<file path="src/rtl/fp_issue_ctrl_if.sv">
// Request/operand/sub-unit/response bundle between issue, fp_issue_ctrl and the FP sub-units.
// The controller uses the slave modport; the issuing side sees the master modport.
interface fp_issue_ctrl_if #(
  parameter int unsigned FLEN = 32,
  parameter int unsigned XLEN = 32
);
  // Request from decode/issue
  logic            req_valid;
  logic            req_ready;
  logic [2:0]      req_unit;
  logic [2:0]      req_rounding_mode;
  logic [XLEN-1:0] req_int_src1;
  logic [FLEN-1:0] req_fp_src1;
  logic [FLEN-1:0] req_fp_src2;
  logic [FLEN-1:0] req_fp_src3;

  // Registered operands to the sub-units
  logic [2:0]      op_unit;
  logic [2:0]      op_rounding_mode;
  logic [XLEN-1:0] op_int_src1;
  logic [FLEN-1:0] op_fp_src1;
  logic [FLEN-1:0] op_fp_src2;
  logic [FLEN-1:0] op_fp_src3;

  // Sub-unit control and muxed results
  logic            sub_enable;
  logic            sub_done;
  logic [XLEN-1:0] sub_int_result;
  logic [FLEN-1:0] sub_fp_result;
  logic            sub_write_flags;
  logic [4:0]      sub_flags;

  // Held response towards writeback
  logic            resp_valid;
  logic            resp_ready;
  logic [XLEN-1:0] resp_int_result;
  logic [FLEN-1:0] resp_fp_result;
  logic            resp_write_flags;
  logic [4:0]      resp_flags;

  modport slave (
    input  req_valid, req_unit, req_rounding_mode, req_int_src1,
           req_fp_src1, req_fp_src2, req_fp_src3,
    output req_ready,
    output op_unit, op_rounding_mode, op_int_src1, op_fp_src1, op_fp_src2, op_fp_src3,
    output sub_enable,
    input  sub_done, sub_int_result, sub_fp_result, sub_write_flags, sub_flags,
    output resp_valid, resp_int_result, resp_fp_result, resp_write_flags, resp_flags,
    input  resp_ready
  );

  modport master (
    output req_valid, req_unit, req_rounding_mode, req_int_src1,
           req_fp_src1, req_fp_src2, req_fp_src3,
    input  req_ready,
    input  op_unit, op_rounding_mode, op_int_src1, op_fp_src1, op_fp_src2, op_fp_src3,
    input  sub_enable,
    output sub_done, sub_int_result, sub_fp_result, sub_write_flags, sub_flags,
    input  resp_valid, resp_int_result, resp_fp_result, resp_write_flags, resp_flags,
    output resp_ready
  );
endinterface

</file>
<file path="src/rtl/fp_issue_ctrl.sv">
// Issue/response controller for the FP sub-units: latches one request, sequences fixed or
// handshake latency, holds the result under valid/ready and accrues retired fflags.
module fp_issue_ctrl #(
  parameter int unsigned FLEN       = 32,
  parameter int unsigned XLEN       = 32,
  parameter int unsigned MULADD_LAT = 3,
  parameter int unsigned DIV_LAT    = 10,
  parameter int unsigned CVT_LAT    = 1
) (
  input  logic               clk_i,
  input  logic               rst_i,
  input  logic               flush_i,
  input  logic               fflags_clear_i,
  output logic [4:0]         fflags_accrued_o,
  fp_issue_ctrl_if.slave     bus
);

  localparam logic [2:0] UnitCvt    = 3'd4;
  localparam logic [2:0] UnitMulAdd = 3'd5;
  localparam logic [2:0] UnitDiv    = 3'd6;
  localparam logic [2:0] UnitSqrt   = 3'd7;

  typedef enum logic [1:0] {StIdle, StBusy, StHold} state_e;

  state_e          state_q, state_d;
  logic [3:0]      cnt_q, cnt_d;
  logic [3:0]      req_lat;

  logic [2:0]      unit_q;
  logic [2:0]      rm_q;
  logic [XLEN-1:0] int_src1_q;
  logic [FLEN-1:0] fp_src1_q, fp_src2_q, fp_src3_q;

  logic            resp_valid_q, resp_valid_d;
  logic [XLEN-1:0] resp_int_q;
  logic [FLEN-1:0] resp_fp_q;
  logic            resp_wf_q;
  logic [4:0]      resp_flags_q;
  logic [4:0]      acc_q, acc_d;

  logic            accept, capture, retire;

  assign bus.req_ready = !flush_i &&
                         ((state_q == StIdle) || ((state_q == StHold) && bus.resp_ready));
  assign accept  = bus.req_valid && bus.req_ready;
  assign retire  = (state_q == StHold) && bus.resp_ready && !flush_i;
  // Sqrt finishes on its own done strobe; every other unit finishes when the counter drains.
  assign capture = (state_q == StBusy) && !flush_i &&
                   ((unit_q == UnitSqrt) ? bus.sub_done : (cnt_q == 4'd0));

  always_comb begin
    req_lat = 4'd0;
    case (bus.req_unit)
      UnitMulAdd: req_lat = 4'(MULADD_LAT);
      UnitDiv:    req_lat = 4'(DIV_LAT);
      UnitCvt:    req_lat = 4'(CVT_LAT);
      default:    req_lat = 4'd0;
    endcase
  end

  always_comb begin
    state_d = state_q;
    cnt_d   = cnt_q;
    unique case (state_q)
      StIdle: if (accept) state_d = StBusy;
      StBusy: begin
        if (capture) begin
          state_d = StHold;
        end else if ((unit_q != UnitSqrt) && (cnt_q != 4'd0)) begin
          cnt_d = cnt_q - 4'd1;
        end
      end
      StHold: if (retire) state_d = accept ? StBusy : StIdle;
      default: state_d = StIdle;
    endcase
    if (accept) cnt_d = req_lat;
    if (flush_i) begin
      state_d = StIdle;
      cnt_d   = 4'd0;
    end
  end

  always_comb begin
    resp_valid_d = resp_valid_q;
    if (retire)  resp_valid_d = 1'b0;
    if (capture) resp_valid_d = 1'b1;
    if (flush_i) resp_valid_d = 1'b0;
  end

  // Clear takes effect before the retiring flags are merged in.
  always_comb begin
    acc_d = fflags_clear_i ? 5'd0 : acc_q;
    if (retire && resp_wf_q) acc_d = acc_d | resp_flags_q;
  end

  always_ff @(posedge clk_i) begin
    if (rst_i) begin
      state_q      <= StIdle;
      cnt_q        <= 4'd0;
      resp_valid_q <= 1'b0;
      acc_q        <= 5'd0;
    end else begin
      state_q      <= state_d;
      cnt_q        <= cnt_d;
      resp_valid_q <= resp_valid_d;
      acc_q        <= acc_d;
    end
  end

  always_ff @(posedge clk_i) begin
    if (rst_i) begin
      unit_q     <= 3'd0;
      rm_q       <= 3'd0;
      int_src1_q <= '0;
      fp_src1_q  <= '0;
      fp_src2_q  <= '0;
      fp_src3_q  <= '0;
    end else if (accept) begin
      unit_q     <= bus.req_unit;
      rm_q       <= bus.req_rounding_mode;
      int_src1_q <= bus.req_int_src1;
      fp_src1_q  <= bus.req_fp_src1;
      fp_src2_q  <= bus.req_fp_src2;
      fp_src3_q  <= bus.req_fp_src3;
    end
  end

  always_ff @(posedge clk_i) begin
    if (rst_i) begin
      resp_int_q   <= '0;
      resp_fp_q    <= '0;
      resp_wf_q    <= 1'b0;
      resp_flags_q <= 5'd0;
    end else if (capture) begin
      resp_int_q   <= bus.sub_int_result;
      resp_fp_q    <= bus.sub_fp_result;
      resp_wf_q    <= bus.sub_write_flags;
      resp_flags_q <= bus.sub_flags;
    end
  end

  assign bus.op_unit          = unit_q;
  assign bus.op_rounding_mode = rm_q;
  assign bus.op_int_src1      = int_src1_q;
  assign bus.op_fp_src1       = fp_src1_q;
  assign bus.op_fp_src2       = fp_src2_q;
  assign bus.op_fp_src3       = fp_src3_q;
  assign bus.sub_enable       = (state_q == StBusy);

  assign bus.resp_valid       = resp_valid_q;
  assign bus.resp_int_result  = resp_int_q;
  assign bus.resp_fp_result   = resp_fp_q;
  assign bus.resp_write_flags = resp_wf_q;
  assign bus.resp_flags       = resp_flags_q;
  assign fflags_accrued_o     = acc_q;

endmodule

</file>
<file path="src/flat_wrapper.sv">
// flat-port wrapper written by rule: the top's interface ports become plain ports
module fp_issue_ctrl_flat 
#(
  parameter int unsigned FLEN       = 32,
  parameter int unsigned XLEN       = 32,
  parameter int unsigned MULADD_LAT = 3,
  parameter int unsigned DIV_LAT    = 10,
  parameter int unsigned CVT_LAT    = 1
)
  (clk_i, rst_i, flush_i, fflags_clear_i, fflags_accrued_o, bus_req_valid, bus_req_unit, bus_req_rounding_mode, bus_req_int_src1, bus_req_fp_src1, bus_req_fp_src2, bus_req_fp_src3, bus_req_ready, bus_op_unit, bus_op_rounding_mode, bus_op_int_src1, bus_op_fp_src1, bus_op_fp_src2, bus_op_fp_src3, bus_sub_enable, bus_sub_done, bus_sub_int_result, bus_sub_fp_result, bus_sub_write_flags, bus_sub_flags, bus_resp_valid, bus_resp_int_result, bus_resp_fp_result, bus_resp_write_flags, bus_resp_flags, bus_resp_ready);
  fp_issue_ctrl_if #(.FLEN(FLEN), .XLEN(XLEN)) bus_i ();
  input  logic clk_i;
  input  logic rst_i;
  input  logic flush_i;
  input  logic fflags_clear_i;
  output logic [4:0] fflags_accrued_o;
  input wire logic [$bits(bus_i.req_valid)-1:0] bus_req_valid;
  input wire logic [$bits(bus_i.req_unit)-1:0] bus_req_unit;
  input wire logic [$bits(bus_i.req_rounding_mode)-1:0] bus_req_rounding_mode;
  input wire logic [$bits(bus_i.req_int_src1)-1:0] bus_req_int_src1;
  input wire logic [$bits(bus_i.req_fp_src1)-1:0] bus_req_fp_src1;
  input wire logic [$bits(bus_i.req_fp_src2)-1:0] bus_req_fp_src2;
  input wire logic [$bits(bus_i.req_fp_src3)-1:0] bus_req_fp_src3;
  output wire logic [$bits(bus_i.req_ready)-1:0] bus_req_ready;
  output wire logic [$bits(bus_i.op_unit)-1:0] bus_op_unit;
  output wire logic [$bits(bus_i.op_rounding_mode)-1:0] bus_op_rounding_mode;
  output wire logic [$bits(bus_i.op_int_src1)-1:0] bus_op_int_src1;
  output wire logic [$bits(bus_i.op_fp_src1)-1:0] bus_op_fp_src1;
  output wire logic [$bits(bus_i.op_fp_src2)-1:0] bus_op_fp_src2;
  output wire logic [$bits(bus_i.op_fp_src3)-1:0] bus_op_fp_src3;
  output wire logic [$bits(bus_i.sub_enable)-1:0] bus_sub_enable;
  input wire logic [$bits(bus_i.sub_done)-1:0] bus_sub_done;
  input wire logic [$bits(bus_i.sub_int_result)-1:0] bus_sub_int_result;
  input wire logic [$bits(bus_i.sub_fp_result)-1:0] bus_sub_fp_result;
  input wire logic [$bits(bus_i.sub_write_flags)-1:0] bus_sub_write_flags;
  input wire logic [$bits(bus_i.sub_flags)-1:0] bus_sub_flags;
  output wire logic [$bits(bus_i.resp_valid)-1:0] bus_resp_valid;
  output wire logic [$bits(bus_i.resp_int_result)-1:0] bus_resp_int_result;
  output wire logic [$bits(bus_i.resp_fp_result)-1:0] bus_resp_fp_result;
  output wire logic [$bits(bus_i.resp_write_flags)-1:0] bus_resp_write_flags;
  output wire logic [$bits(bus_i.resp_flags)-1:0] bus_resp_flags;
  input wire logic [$bits(bus_i.resp_ready)-1:0] bus_resp_ready;
  assign bus_i.req_valid = bus_req_valid;
  assign bus_i.req_unit = bus_req_unit;
  assign bus_i.req_rounding_mode = bus_req_rounding_mode;
  assign bus_i.req_int_src1 = bus_req_int_src1;
  assign bus_i.req_fp_src1 = bus_req_fp_src1;
  assign bus_i.req_fp_src2 = bus_req_fp_src2;
  assign bus_i.req_fp_src3 = bus_req_fp_src3;
  assign bus_req_ready = bus_i.req_ready;
  assign bus_op_unit = bus_i.op_unit;
  assign bus_op_rounding_mode = bus_i.op_rounding_mode;
  assign bus_op_int_src1 = bus_i.op_int_src1;
  assign bus_op_fp_src1 = bus_i.op_fp_src1;
  assign bus_op_fp_src2 = bus_i.op_fp_src2;
  assign bus_op_fp_src3 = bus_i.op_fp_src3;
  assign bus_sub_enable = bus_i.sub_enable;
  assign bus_i.sub_done = bus_sub_done;
  assign bus_i.sub_int_result = bus_sub_int_result;
  assign bus_i.sub_fp_result = bus_sub_fp_result;
  assign bus_i.sub_write_flags = bus_sub_write_flags;
  assign bus_i.sub_flags = bus_sub_flags;
  assign bus_resp_valid = bus_i.resp_valid;
  assign bus_resp_int_result = bus_i.resp_int_result;
  assign bus_resp_fp_result = bus_i.resp_fp_result;
  assign bus_resp_write_flags = bus_i.resp_write_flags;
  assign bus_resp_flags = bus_i.resp_flags;
  assign bus_i.resp_ready = bus_resp_ready;
  fp_issue_ctrl #(.FLEN(FLEN), .XLEN(XLEN), .MULADD_LAT(MULADD_LAT), .DIV_LAT(DIV_LAT), .CVT_LAT(CVT_LAT)) u_core (.clk_i(clk_i), .rst_i(rst_i), .flush_i(flush_i), .fflags_clear_i(fflags_clear_i), .fflags_accrued_o(fflags_accrued_o), .bus(bus_i));
endmodule
</file>
<file path="config.mk">
export PLATFORM = sky130hd
export DESIGN_NAME = fp_issue_ctrl_flat
export DESIGN_NICKNAME = d
export VERILOG_FILES = /design/src/rtl/fp_issue_ctrl_if.sv /design/src/rtl/fp_issue_ctrl.sv /design/src/flat_wrapper.sv
export SDC_FILE = /design/constraint.sdc
export NUM_CORES = 1
export LEC_CHECK = 0
export BUFFER_PORTS_ARGS = -buffer_cell sky130_fd_sc_hd__buf_2
export CORE_AREA = 2 2 163 165
export CTS_CLUSTER_DIAMETER = 30
export CTS_CLUSTER_SIZE = 16
export DETAILED_ROUTE_END_ITERATION = 10
export DIE_AREA = 0 0 165 167
export GPL_ROUTABILITY_DRIVEN = 1
export PLACE_DENSITY = 0.67
export SYNTH_ARGS = -nofsm -noshare
export SYNTH_HDL_FRONTEND = slang
export SYNTH_SLANG_ARGS = --single-unit
</file>
<file path="constraint.sdc">
create_clock -name clk_i -period 3.17 [get_ports clk_i]
set_clock_uncertainty 0.05 [all_clocks]
set_input_delay 0.1585 -clock clk_i [delete_from_list [all_inputs] [get_ports clk_i]]
set_output_delay 0.1585 -clock clk_i [all_outputs]
set_load 0.02 [all_outputs]
</file>
[Yosys cells after proc, flatten, opt, wreduce, memory -nomap -nowiden]
Index checks and enable logic that the tools add are counted.
Storage, ports and cells
  register bits: 216
  input port bits: 211
  output and inout port bits: 212
  word-level logic and storage cells: 61
Operators by class
  add/sub/neg operators: 1
  equal/unequal tests: 11
  muxes and demuxes: 15
  bitwise logic cells: 1
  reduce and logical (&&, ||, !) cells: 19
Operator list (count)
  2-to-1 mux 4 bit: 4
  == test 3 bit, second input constant: 4
  one-hot mux 4 bit (3 select lines): 1
  2-to-1 mux 5 bit: 2
  logical AND 1 bit: 8
  inequality test 2 x 1 -> 1 bit, second input constant: 4
  2-to-1 mux 2 bit: 3
  one-hot mux 2 bit (3 select lines): 1
  AND reduction 3 bit: 2
  nonzero test 2 bit: 3
  OR 5 bit: 1
  zero test 4 bit: 1
  2-to-1 mux 1 bit: 4
  nonzero test 4 bit: 1
  subtractor 4 x 1 -> 4 bit, second input constant: 1
  inequality test 3 bit, second input constant: 1
  == test 2 x 1 -> 1 bit, second input constant: 1
  == test 2 bit, second input constant: 1
  zero test 2 bit: 1
  OR reduction 2 bit: 1
  zero test 1 bit: 1
  logical OR 1 bit: 1

[Depth between registers and ports, before layout]
  word-level depth: 8
  mapped depth: 8
  mapped depth without buffers: 6

[Worst setup path after synthesis]
OpenSTA, ideal clock, no wires.
  kind: register to register
  start: register u_core.cnt_q[0]
  end: register u_core.resp_flags_q[3], in the netlist u_core.bus.resp_flags[3]
  library setup time: 131 ps
  arrival: 1675 ps
  data required time: 2989 ps
  path slack: 1314 ps
  stages on the path, launching flop included: 9
  buffers on the path: 2
  period minus slack after synthesis: 1856 ps
  cell sequence: dfxtp_1 inv_1 ha_1 or3b_4 a211o_1 buf_2 clkbuf_1 nand2_1 a21oi_2
On the way
  longest elaborated chain between the ends: 3
Ends and longest elaborated chain
  start, declared: line fp_issue_ctrl.sv:26  | logic [3:0] cnt_q, cnt_d;
  start signal, assigned: line fp_issue_ctrl.sv:104  | cnt_q <= cnt_d;
  zero test 4 bit: line fp_issue_ctrl.sv:49  | ((unit_q == UnitSqrt) ? bus.sub_done : (cnt_q == 4'd0));
  2-to-1 mux 1 bit: line fp_issue_ctrl.sv:49
  logical AND 1 bit: line fp_issue_ctrl.sv:48  | assign capture = (state_q == StBusy) && !flush_i &&
  end signal, assigned: line fp_issue_ctrl.sv:138  | resp_flags_q <= bus.sub_flags;
  end, declared: line fp_issue_ctrl.sv:38  | logic [4:0] resp_flags_q;
No other way between the ends.
A chain may end at the register's enable or synchronous reset.

[Worst setup path after layout]
  start: register u_core.cnt_q[0]
  end: register u_core.resp_int_q[2], in the netlist u_core.bus.resp_int_result[2]
On the way
  longest elaborated chain between the ends: 3
Ends and longest elaborated chain
  zero test 4 bit: line fp_issue_ctrl.sv:49
  2-to-1 mux 1 bit: line fp_issue_ctrl.sv:49
  logical AND 1 bit: line fp_issue_ctrl.sv:48
  end signal, assigned: line fp_issue_ctrl.sv:135  | resp_int_q <= bus.sub_int_result;
  end, declared: line fp_issue_ctrl.sv:35  | logic [XLEN-1:0] resp_int_q;
No other way between the ends.

==> out/metrics.csv <==
stage,metric,value,unit
floorplan,Std-Cell Rows,59,
sta,endpoints failing hold,0,
floorplan,die area,27600,um^2
finish,area added between synthesis and finish,80.2,%
logic_synthesis,syn_nets,1171,
logic_synthesis,Post-synth EDFFs,0,
logic_synthesis,Mapped Avg Cell Area,7.94,um^2
route,Total Wirelength,29.1,mm
worst_setup_path,Worst Setup End Kind,flip-flop,
finish,Antenna diodes,0,
grt,initial antenna violation count,0,
finish,Finished Core Util,53.2,%
logic_synthesis,sequential area share after synthesis,56.9,%
route,number of remaining DRC errors,0,
clocking,Num CTS Buffers,46,
clocking,Sink Count,216,
pwr,Leak,6.20,nW
finish,Non-Filler Instances,1947,
finish,"commonest non-fill, non-tap cell in the layout",buf_2,
clocking,Clock Pin Slew Worst Setup and Hold Paths,50,ps
logic_synthesis,synth unique cells,33,
sta,Setup Viol. Count Final,0,
grt,largest net degree at the start of global routing,110,
worst_setup_path,startpoint types,flip-flop,
logic_synthesis,Yosys warning count,0,
grt,gr usage total,20.1,%
floorplan,Die Span Y,167,um
pwr,VDD IR max,0.564,mV
clocking,worst skew pair latency,520,ps
clocking,CTS tree,yes,
sta,Achievable Freq,0.338,GHz
route,vias per cell,4.69,
clocking,CTS H-tree lvls,2,
sta,Rel. slew slack,47.7,%
sta,Slew Limit Fails,0,
logic_synthesis,"Cell Area, Synth",7610,um^2
logic_synthesis,Yosys reg bits,216,
floorplan,initial core utilization,29.5,%
flow_run,max cap viols,0,
grt,GRT overflow,0,
worst_setup_path,CP arrival,3370,ps
pwr,Pwr Density,638,nW/um^2
outcome,status,finished clean,
grt,vias in the first global route,9334,
floorplan,core area,25800,um^2
worst_setup_path,CP Class,flip-flop to flip-flop,
min_path,Worst Hold Class,primary input to flip-flop,
worst_setup_path,CP Max Fanout,44,
floorplan,DIE WIDTH,165,um
route,Detailed Routing Iterations Pass 1,6,
route,Starting DRT DRC Count,551,
finish,"commonest non-fill, non-tap cells in the layout","421 x buf_2, 408 x nand2_1, 216 x dfxtp_1",
floorplan,num ports,423,
sta,Least-Margin Pin Slew,784,ps
logic_synthesis,ys async rst share,0,%
clocking,Max clock buf depth,3,
worst_setup_path,Critical Path RT,3580,ps
finish,final layout net count,1790,
sta,RSZ-0062 raised after global routing,no,
grt,first-pass GRT wire length,44.9,mm
sta,setup TNS,0,ps
route,drt wl/cell,14.9,um
pwr,Pwr Total,0.00874,W
logic_synthesis,post-synthesis cell count,958,
sta,crit path time final,2960,ps
place,GP Congestion,0.810,
clocking,CTS root buffer,clkbuf_16,
place,hpwl dp,16.5,mm
logic_synthesis,main flop type after synthesis,dfxtp_1,
finish,share of layout cells above drive strength 1,32.3,%
place,placed instance count,1654,
sta,period utilisation layout,93.4,%
place,IO buf count,422,
route,via count,9133,
route,Routed Antenna Nets,0,
-- what timing repair did --
item / 4_1_cts / 5_1_grt
hold endpoints to repair: 214 / 0
hold buffers: 210 / 0
resized for setup: 0 / 0
buffers inserted: 0 / 0
-- through the flow --
step | setup slack (ps) | hold WS, ps | instance area (um^2)
6_report | 210 | 46.0 | 13700
5_1_grt | 37.9 | 53.7 | 13700
4_1_cts | 260 | 18.8 | 13700
3_5_place_dp | 779 | 353 | 9960
3_3_place_gp | 839 | 349 | 9960
2_1_floorplan | 1310 | 241 | 7610
-- metal layers --
| metal | vias up | GRT usage, % | wire, um | share of wire [%] |
|---|---|---|---|---|
| li1 | 4358 | - | - | - |
| met4 | 0 | 12.0 | 1550 | 5.3 |
| met5 | - | 0 | 0 | 0 |
| met3 | 123 | 5.70 | 2600 | 8.9 |
| met1 | 4156 | 20.8 | 10700 | 37 |
| met2 | 496 | 35.8 | 14200 | 49 |
-- cell usage after synthesis, drive strengths merged, types with 2 or more instances --
library cell,number,area share [%]
xnor2,3,0.35
and4,2,0.23
nand2b,2,0.16
buf,23,2.1
a211oi,3,0.46
clkbuf,47,2.3
nand3,4,0.26
nor2b,5,0.41
dfxtp,216,57
a21oi,213,14
or3b,2,0.30
inv,4,0.20
ha,2,0.33
nand2,408,20
and3,2,0.16
nor2,9,0.44
-- power breakdown --
| group | leakage [nW] | internal [W] | switching (W) |
|---|---|---|---|
| sequential | 1.76 | 0.00282 | 0.0000511 |
| combinational | 3.64 | 0.000405 | 0.000449 |
| clock | 0.796 | 0.00347 | 0.00154 |
| total | 6.20 | 0.00669 | 0.00204 |
-- critical path, stage by stage (launching register included) --
cell           delay [ps]
dfxtp_1               360
inv_1                  70
ha_1                  180
or3b_4                250
a211o_2               630
buf_4                 430
nand2_1               130
a21oi_1               180
dlygate4sd3_1         590
-- logic make-up (layout without fill, tap and decap cells) --
| logic type | Yosys count | in the layout | share of synthesized area (%) |
|---|---|---|---|
| simple gates | 443 | 443 | 22.9 |
| compound gates | 219 | 219 | 14.8 |
| flops | 216 | 216 | 56.9 |
| buf+inv | 74 | 728 | 4.57 |
| xor+xnor | 3 | 3 | 0.346 |
| fa+ha+maj | 2 | 2 | 0.329 |
| mux | 1 | 1 | 0.148 |
-- flip-flops by register name (all words and copies together) (netlist names) --
name	count
u_core.bus.op_fp_src1	32
u_core.bus.op_fp_src2	32
u_core.bus.op_fp_src3	32
u_core.bus.op_int_src1	32
u_core.bus.op_rounding_mode	3
u_core.bus.op_unit	3
u_core.bus.resp_flags	5
u_core.bus.resp_fp_result	32
u_core.bus.resp_int_result	32
u_core.bus.resp_valid	1
u_core.bus.resp_write_flags	1
u_core.cnt_q	4
u_core.fflags_accrued_o	5
u_core.state_q	2
-- path summary, 6_finish.rpt --
path / cells after the start / to / from / slack, ps
max reg2reg: 8 / u_core.bus.resp_int_result[2] / u_core.cnt_q[0] / 210
max: 8 / u_core.bus.resp_int_result[2] / u_core.cnt_q[0] / 210
min: 4 / u_core.state_q[1] / flush_i / 50
min reg2reg: 2 / u_core.bus.op_fp_src1[4] / u_core.bus.op_fp_src1[4] / 400
-- layout make-up --
class / count / area [um^2]
fillers: 2112 / 12100
repair buffers: 641 / 4350
flip-flops and latches: 216 / 4320
multi-input cells: 668 / 2950
clock buffers: 51 / 1200
clock inverters: 32 / 447
well taps: 335 / 419
inverters: 4 / 15.0
Power figures use the tool's default switching activity.
